$ cat config.mk
export PLATFORM = sky130hd
export DESIGN_NAME = multicycle_controller
export DESIGN_NICKNAME = d
export VERILOG_FILES = /design/src/rtl/riscv_ctrl_pkg.sv /design/src/rtl/multicycle_controller_imm_src_decoder.sv /design/src/rtl/multicycle_controller.sv
export SDC_FILE = /design/constraint.sdc
export NUM_CORES = 1
export LEC_CHECK = 0
export BUFFER_PORTS_ARGS = -buffer_cell sky130_fd_sc_hd__buf_2
export CAP_MARGIN = 20
export CORE_UTILIZATION = 48
export CTS_BUF_LIST = sky130_fd_sc_hd__clkbuf_4
export CTS_CLUSTER_DIAMETER = 50
export DETAILED_ROUTE_END_ITERATION = 8
export PLACE_DENSITY_LB_ADDON = 0.3
export SYNTH_ARGS = -nofsm -noshare
export SYNTH_HDL_FRONTEND = slang
export SYNTH_SLANG_ARGS = --single-unit
export TNS_END_PERCENT = 50
$ cat constraint.sdc
create_clock -name clk -period 2.7 [get_ports clk]
set_input_delay 0.27 -clock clk [delete_from_list [all_inputs] [get_ports clk]]
set_output_delay 0.27 -clock clk [all_outputs]
set_load 0.01 [all_outputs]
$ cat src/rtl/riscv_ctrl_pkg.sv
// Shared control encodings for the RV32I cores: opcodes, multicycle FSM states
// and the datapath mux / ALUOp / immediate-format select values.
package riscv_ctrl_pkg;

  // Opcodes understood by the controllers
  localparam logic [6:0] OP_LW    = 7'b0000011;
  localparam logic [6:0] OP_SW    = 7'b0100011;
  localparam logic [6:0] OP_RTYPE = 7'b0110011;
  localparam logic [6:0] OP_IALU  = 7'b0010011;
  localparam logic [6:0] OP_BEQ   = 7'b1100011;
  localparam logic [6:0] OP_JAL   = 7'b1101111;

  // Multicycle FSM states; encodings are visible on the debug state port
  typedef enum logic [3:0] {
    S_FETCH    = 4'd0,
    S_DECODE   = 4'd1,
    S_MEMADR   = 4'd2,
    S_MEMREAD  = 4'd3,
    S_MEMWB    = 4'd4,
    S_MEMWRITE = 4'd5,
    S_EXECUTER = 4'd6,
    S_EXECUTEI = 4'd7,
    S_ALUWB    = 4'd8,
    S_BEQ      = 4'd9,
    S_JAL      = 4'd10
  } state_t;

  // Result mux select
  localparam logic [1:0] RES_ALUOUT    = 2'b00;
  localparam logic [1:0] RES_DATA      = 2'b01;
  localparam logic [1:0] RES_ALURESULT = 2'b10;

  // ALU operand A select
  localparam logic [1:0] SRCA_PC    = 2'b00;
  localparam logic [1:0] SRCA_OLDPC = 2'b01;
  localparam logic [1:0] SRCA_RS1   = 2'b10;

  // ALU operand B select
  localparam logic [1:0] SRCB_RS2  = 2'b00;
  localparam logic [1:0] SRCB_IMM  = 2'b01;
  localparam logic [1:0] SRCB_FOUR = 2'b10;

  // ALUOp handed to the ALU decoder
  localparam logic [1:0] ALUOP_ADD   = 2'b00;
  localparam logic [1:0] ALUOP_SUB   = 2'b01;
  localparam logic [1:0] ALUOP_FUNCT = 2'b10;

  // Immediate formats
  localparam logic [1:0] IMM_I = 2'b00;
  localparam logic [1:0] IMM_S = 2'b01;
  localparam logic [1:0] IMM_B = 2'b10;
  localparam logic [1:0] IMM_J = 2'b11;

  // True for any opcode the multicycle core can execute
  function automatic logic isSupported(input logic [6:0] opcode);
    return (opcode == OP_LW) || (opcode == OP_SW) || (opcode == OP_RTYPE) ||
           (opcode == OP_IALU) || (opcode == OP_BEQ) || (opcode == OP_JAL);
  endfunction

endpackage

$ cat src/rtl/multicycle_controller_imm_src_decoder.sv
// Opcode to immediate-format map, shared between the single-cycle and
// multicycle cores. Anything without its own format falls back to I-type.
module imm_src_decoder
  import riscv_ctrl_pkg::*;
(
  input  logic [6:0] op_i,
  output logic [1:0] imm_src_o
);

  // Pure combinational lookup on the opcode
  always_comb begin
    imm_src_o = IMM_I;
    case (op_i)
      OP_SW:   imm_src_o = IMM_S;
      OP_BEQ:  imm_src_o = IMM_B;
      OP_JAL:  imm_src_o = IMM_J;
      default: imm_src_o = IMM_I;
    endcase
  end

endmodule

$ cat src/rtl/multicycle_controller.sv
// Multicycle RV32I control FSM. Sequences the shared memory/ALU datapath
// through fetch, decode, execute, memory and writeback, stalling on mem_ready.
// Outputs are Moore-style from the state, with FETCH gated by mem_ready and
// BEQ gated by zero; reset forces every write enable low immediately.
module multicycle_controller
  import riscv_ctrl_pkg::*;
(
  input  logic       clk,
  input  logic       rst,
  input  logic [6:0] op,
  input  logic       zero,
  input  logic       mem_ready,
  output logic       PCWrite,
  output logic       AdrSrc,
  output logic       MemWrite,
  output logic       IRWrite,
  output logic       RegWrite,
  output logic [1:0] ResultSrc,
  output logic [1:0] ALUSrcA,
  output logic [1:0] ALUSrcB,
  output logic [1:0] ALUOp,
  output logic [1:0] ImmSrc,
  output logic       illegal,
  output logic [3:0] state
);

  state_t state_q, state_d;
  logic   pcUpdate;
  logic   branch;

  imm_src_decoder u_imm_src_decoder (
    .op_i      (op),
    .imm_src_o (ImmSrc)
  );

  assign state = state_q;

  // State register; reset abandons whatever instruction is in flight
  always_ff @(posedge clk) begin
    if (rst) begin
      state_q <= S_FETCH;
    end else begin
      state_q <= state_d;
    end
  end

  // Next-state logic: memory states hold until mem_ready, others advance
  always_comb begin
    state_d = S_FETCH;
    case (state_q)
      S_FETCH:    state_d = mem_ready ? S_DECODE : S_FETCH;
      S_DECODE: begin
        case (op)
          OP_LW, OP_SW: state_d = S_MEMADR;
          OP_RTYPE:     state_d = S_EXECUTER;
          OP_IALU:      state_d = S_EXECUTEI;
          OP_BEQ:       state_d = S_BEQ;
          OP_JAL:       state_d = S_JAL;
          default:      state_d = S_FETCH;
        endcase
      end
      S_MEMADR:   state_d = (op == OP_SW) ? S_MEMWRITE : S_MEMREAD;
      S_MEMREAD:  state_d = mem_ready ? S_MEMWB : S_MEMREAD;
      S_MEMWRITE: state_d = mem_ready ? S_FETCH : S_MEMWRITE;
      S_EXECUTER: state_d = S_ALUWB;
      S_EXECUTEI: state_d = S_ALUWB;
      S_MEMWB:    state_d = S_FETCH;
      S_ALUWB:    state_d = S_FETCH;
      S_BEQ:      state_d = S_FETCH;
      S_JAL:      state_d = S_FETCH;
      default:    state_d = S_FETCH;
    endcase
  end

  // Output decode per state, then reset override to FETCH selects with no writes
  always_comb begin
    AdrSrc    = 1'b0;
    MemWrite  = 1'b0;
    IRWrite   = 1'b0;
    RegWrite  = 1'b0;
    ResultSrc = RES_ALUOUT;
    ALUSrcA   = SRCA_PC;
    ALUSrcB   = SRCB_RS2;
    ALUOp     = ALUOP_ADD;
    illegal   = 1'b0;
    pcUpdate  = 1'b0;
    branch    = 1'b0;
    case (state_q)
      S_FETCH: begin
        ALUSrcB   = SRCB_FOUR;
        ResultSrc = RES_ALURESULT;
        IRWrite   = mem_ready;
        pcUpdate  = mem_ready;
      end
      S_DECODE: begin
        ALUSrcA = SRCA_OLDPC;
        ALUSrcB = SRCB_IMM;
        illegal = ~isSupported(op);
      end
      S_MEMADR: begin
        ALUSrcA = SRCA_RS1;
        ALUSrcB = SRCB_IMM;
      end
      S_MEMREAD: begin
        AdrSrc = 1'b1;
      end
      S_MEMWB: begin
        ResultSrc = RES_DATA;
        RegWrite  = 1'b1;
      end
      S_MEMWRITE: begin
        AdrSrc   = 1'b1;
        MemWrite = 1'b1;
      end
      S_EXECUTER: begin
        ALUSrcA = SRCA_RS1;
        ALUOp   = ALUOP_FUNCT;
      end
      S_EXECUTEI: begin
        ALUSrcA = SRCA_RS1;
        ALUSrcB = SRCB_IMM;
        ALUOp   = ALUOP_FUNCT;
      end
      S_ALUWB: begin
        RegWrite = 1'b1;
      end
      S_BEQ: begin
        ALUSrcA = SRCA_RS1;
        ALUOp   = ALUOP_SUB;
        branch  = 1'b1;
      end
      S_JAL: begin
        ALUSrcA  = SRCA_OLDPC;
        ALUSrcB  = SRCB_FOUR;
        pcUpdate = 1'b1;
        RegWrite = 1'b1;
      end
      default: begin
        AdrSrc = 1'b0;
      end
    endcase
    PCWrite = pcUpdate | (branch & zero);
    if (rst) begin
      PCWrite   = 1'b0;
      IRWrite   = 1'b0;
      MemWrite  = 1'b0;
      RegWrite  = 1'b0;
      illegal   = 1'b0;
      AdrSrc    = 1'b0;
      ResultSrc = RES_ALURESULT;
      ALUSrcA   = SRCA_PC;
      ALUSrcB   = SRCB_FOUR;
      ALUOp     = ALUOP_ADD;
    end
  end

endmodule

==> metrics.md <==
| Metric | Value |
|---|---|
| Slowest cell delay on critical path | 730 ps |
| Gr usage total | 22.9% |
| Top-Level Pins | 31 |
| Deepest clock path buffer count | 2 |
| Post-route minimum period | 1960 ps |
| Final setup fails | 0 |
| Critical Path, Cell by Cell | nand2b_4 > or3b_1 > a21oi_1 > buf_2 |
| Cell Area, Synth | 663 sq um |
| Count of hold-fix buffers inserted at cts | 0 |
| Post-CTS Setup Inserts | 0 |
| IR Drop Worst-Case VDD | 0.212 mV |
| Vias in the first global route | 583 |
| Most frequent cells in the layout | buf_2, nor2_1, a21oi_1, nor3_1 |
| YS warnings | 0 |
| Initial antenna violation count | 0 |
| Final ANT Viol Nets | 0 |
| Internal Power | 139 uW |
| RSZ-0062 raised after global routing | no |
| Final HPWL DP | 1100 microns |
| Clock power frac | 37.7% |
| Period utilisation layout | 72.8% |
| Worst Setup End Kind | output pin |
| Cell count after synthesis | 87 |
| Post-Route WL | 1500 microns |
| First-pass GRT wire length | 2490 microns |
| Num Clock Sinks | 4 |
| Sequential fraction of design power | 33.2% |
| Max cap viols | 0 |
| CORE AREA | 0.00128 sq mm |
| Async set or reset register ratio after synthesis | 0% |
| Top delay family on crit path | flip-flops |
| EDFF count, synth | 0 |
| Area Overhead vs Synth | 20.0% |
| Number of port buffers | 30 |
| Ys flop type | dfxtp_1 |
| Max FFs per register | 4 |
| Netlist cell types | 43 |
| Syn Nets | 98 |
| Seq/Total Area, Yosys | 12.1% |
| TritonCTS clock tree | yes |
| Crit-path max FO | 20 |
| CP arrival | 1690 ps |
| Relative slew slack | 51.4% |
| Post-cts resize count | 0 |
| Final hold violations | 0 |
| Slew Viols, Final | 0 |
| TritonCTS Buffers | 3 |
| # rows | 13 |
| Layout cells sized above 1 | 33.9% |
| Clk Latency, worst-skew pair | 240 ps |
| DRT Pass-1 Iters | 4 |
| Die X | 39.2 microns |
| WS Path Type | reg -> out |
| Setup TNS | 0 ps |
| DRT iter0 DRCs | 8 |
| Total Nets Final | 125 |
| Total number of vias | 744 |
| Largest net degree at the start of global routing | 25 |
| Most common cell after layout, fill and taps aside | buf_2 |
| Logic pwr share | 29.1% |
| P per Cell Area | 251 mW/mm^2 |
| Worst-margin pin slew | 727 ps |
| DRC Markers | 0 |
| Type of the tightest min-delay check | in -> reg |
| Vias per cell | 5.86 |
| Die Height | 39.2 microns |
| Clk_skew | 11.1 ps |
| Sw Ratio | 30.6% |
| Worst-path clk slew | 40 ps |
| Die Area | 0.00153 sq mm |
| Initial cell density of the core | 51.6% |
| Worst Path Required | 2430 ps |
| GR Overflow Total | 0 |
| NetSw | 61.2 uW |
| Gp weighted congestion | 0.811 |
| Clock root buffer | clkbuf_4 |
| Leakage power | 0.353 nW |
| Syn_area_per_cell | 7.62 sq um |
| Fmax | 509 MHz |
| Diodes inserted | 0 |
| Crit path launch type | flop |
| Routed WL per cell | 11.8 microns |
| Critical path buffers and inverters | 1 |
| Outcome | completed |
| Crit path max-delay cell type | dfxtp_1 |
| Final core utilization | 61.9% |
| Seq cells post-synth | 4 |
| Htree depth | 1 |
[synthesized netlist by cell type (2+ instances only)]
cell | instances | area, sq um
a21o_1 | 4 | 30.0
nor3_1 | 5 | 25.0
buf_6 | 2 | 22.5
and3b_1 | 2 | 17.5
buf_2 | 2 | 10.0
buf_4 | 3 | 22.5
or3b_1 | 3 | 26.3
and3_1 | 3 | 18.8
xnor2_1 | 4 | 35.0
nand4b_1 | 2 | 17.5
nor2_1 | 9 | 33.8
nand3_1 | 2 | 10.0
nor3b_1 | 2 | 15.0
and2_1 | 2 | 12.5
and4b_1 | 2 | 20.0
dfxtp_1 | 4 | 80.1
a21oi_1 | 5 | 25.0
nand2_1 | 3 | 11.3
or2b_1 | 2 | 15.0
nand3b_1 | 3 | 22.5
[worst paths after layout]
| check | start | cells after the start | endpoint | slack [ps] |
|---|---|---|---|---|
| worst min-delay path | op[6] | 3 | state[3] | 390 |
| worst max-delay path | state[0] | 4 | ALUSrcA[1] | 740 |
| worst max register to register | state[1] | 3 | state[1] | 1140 |
| worst min register to register | state[2] | 2 | state[3] | 780 |
[worst register-to-register path, delay by kind of cell (launching register included)]
family / cells / cell delay [ps]
simple gates: 1 / 180
compound gates: 2 / 530
flops: 1 / 780
[area by class of cell]
class,count,area [sq um]
clock buffers,3,22.5
fillers,124,489
inverters,1,3.75
multi-input cells,74,520
flip-flops and latches,4,80.1
well taps,15,18.8
repair buffers,30,150
[power by group through the flow]
stage / registers, mW / logic [mW] / clock network [mW]
2_1_floorplan: 0.0627 / 0.0416 / 0
3_3_place_gp: 0.0669 / 0.0573 / 0
3_5_place_dp: 0.0672 / 0.0580 / 0
4_1_cts: 0.0662 / 0.0582 / 0.0779
5_1_grt: 0.0668 / 0.0648 / 0.0875
6_report: 0.0663 / 0.0582 / 0.0753
[metal layers]
layer	global-route usage, %	share of wire (%)	up-vias
met5	0	0	-
met4	0	0	0
met3	5.20	5.7	0
met2	35.4	45	23
met1	33.7	49	337
li1	-	-	384
[stage by stage]
step | std cells | worst slack (ps) | hold slack (ps) | instance area (sq um) | total power [mW]
after floorplan | 87 | 1170 | 431 | 663 | 0.104
after global placement | 124 | 1040 | 628 | 773 | 0.124
after detailed placement | 124 | 987 | 628 | 773 | 0.125
after CTS | 127 | 734 | 394 | 796 | 0.202
after global routing | 127 | 567 | 399 | 796 | 0.219
final | 127 | 735 | 390 | 796 | 0.200
[logic make-up after synthesis]
group	count (synthesis)	share of synthesized area [%]
buffers and inverters	9	9.43
AOI/OAI and AO/OA	20	21.9
xor gates and xnor gates	4	5.28
muxes	1	1.51
DFF	4	12.1
and+or+nand+nor	49	49.8
No activity file was read; power rests on OpenSTA's default activity.
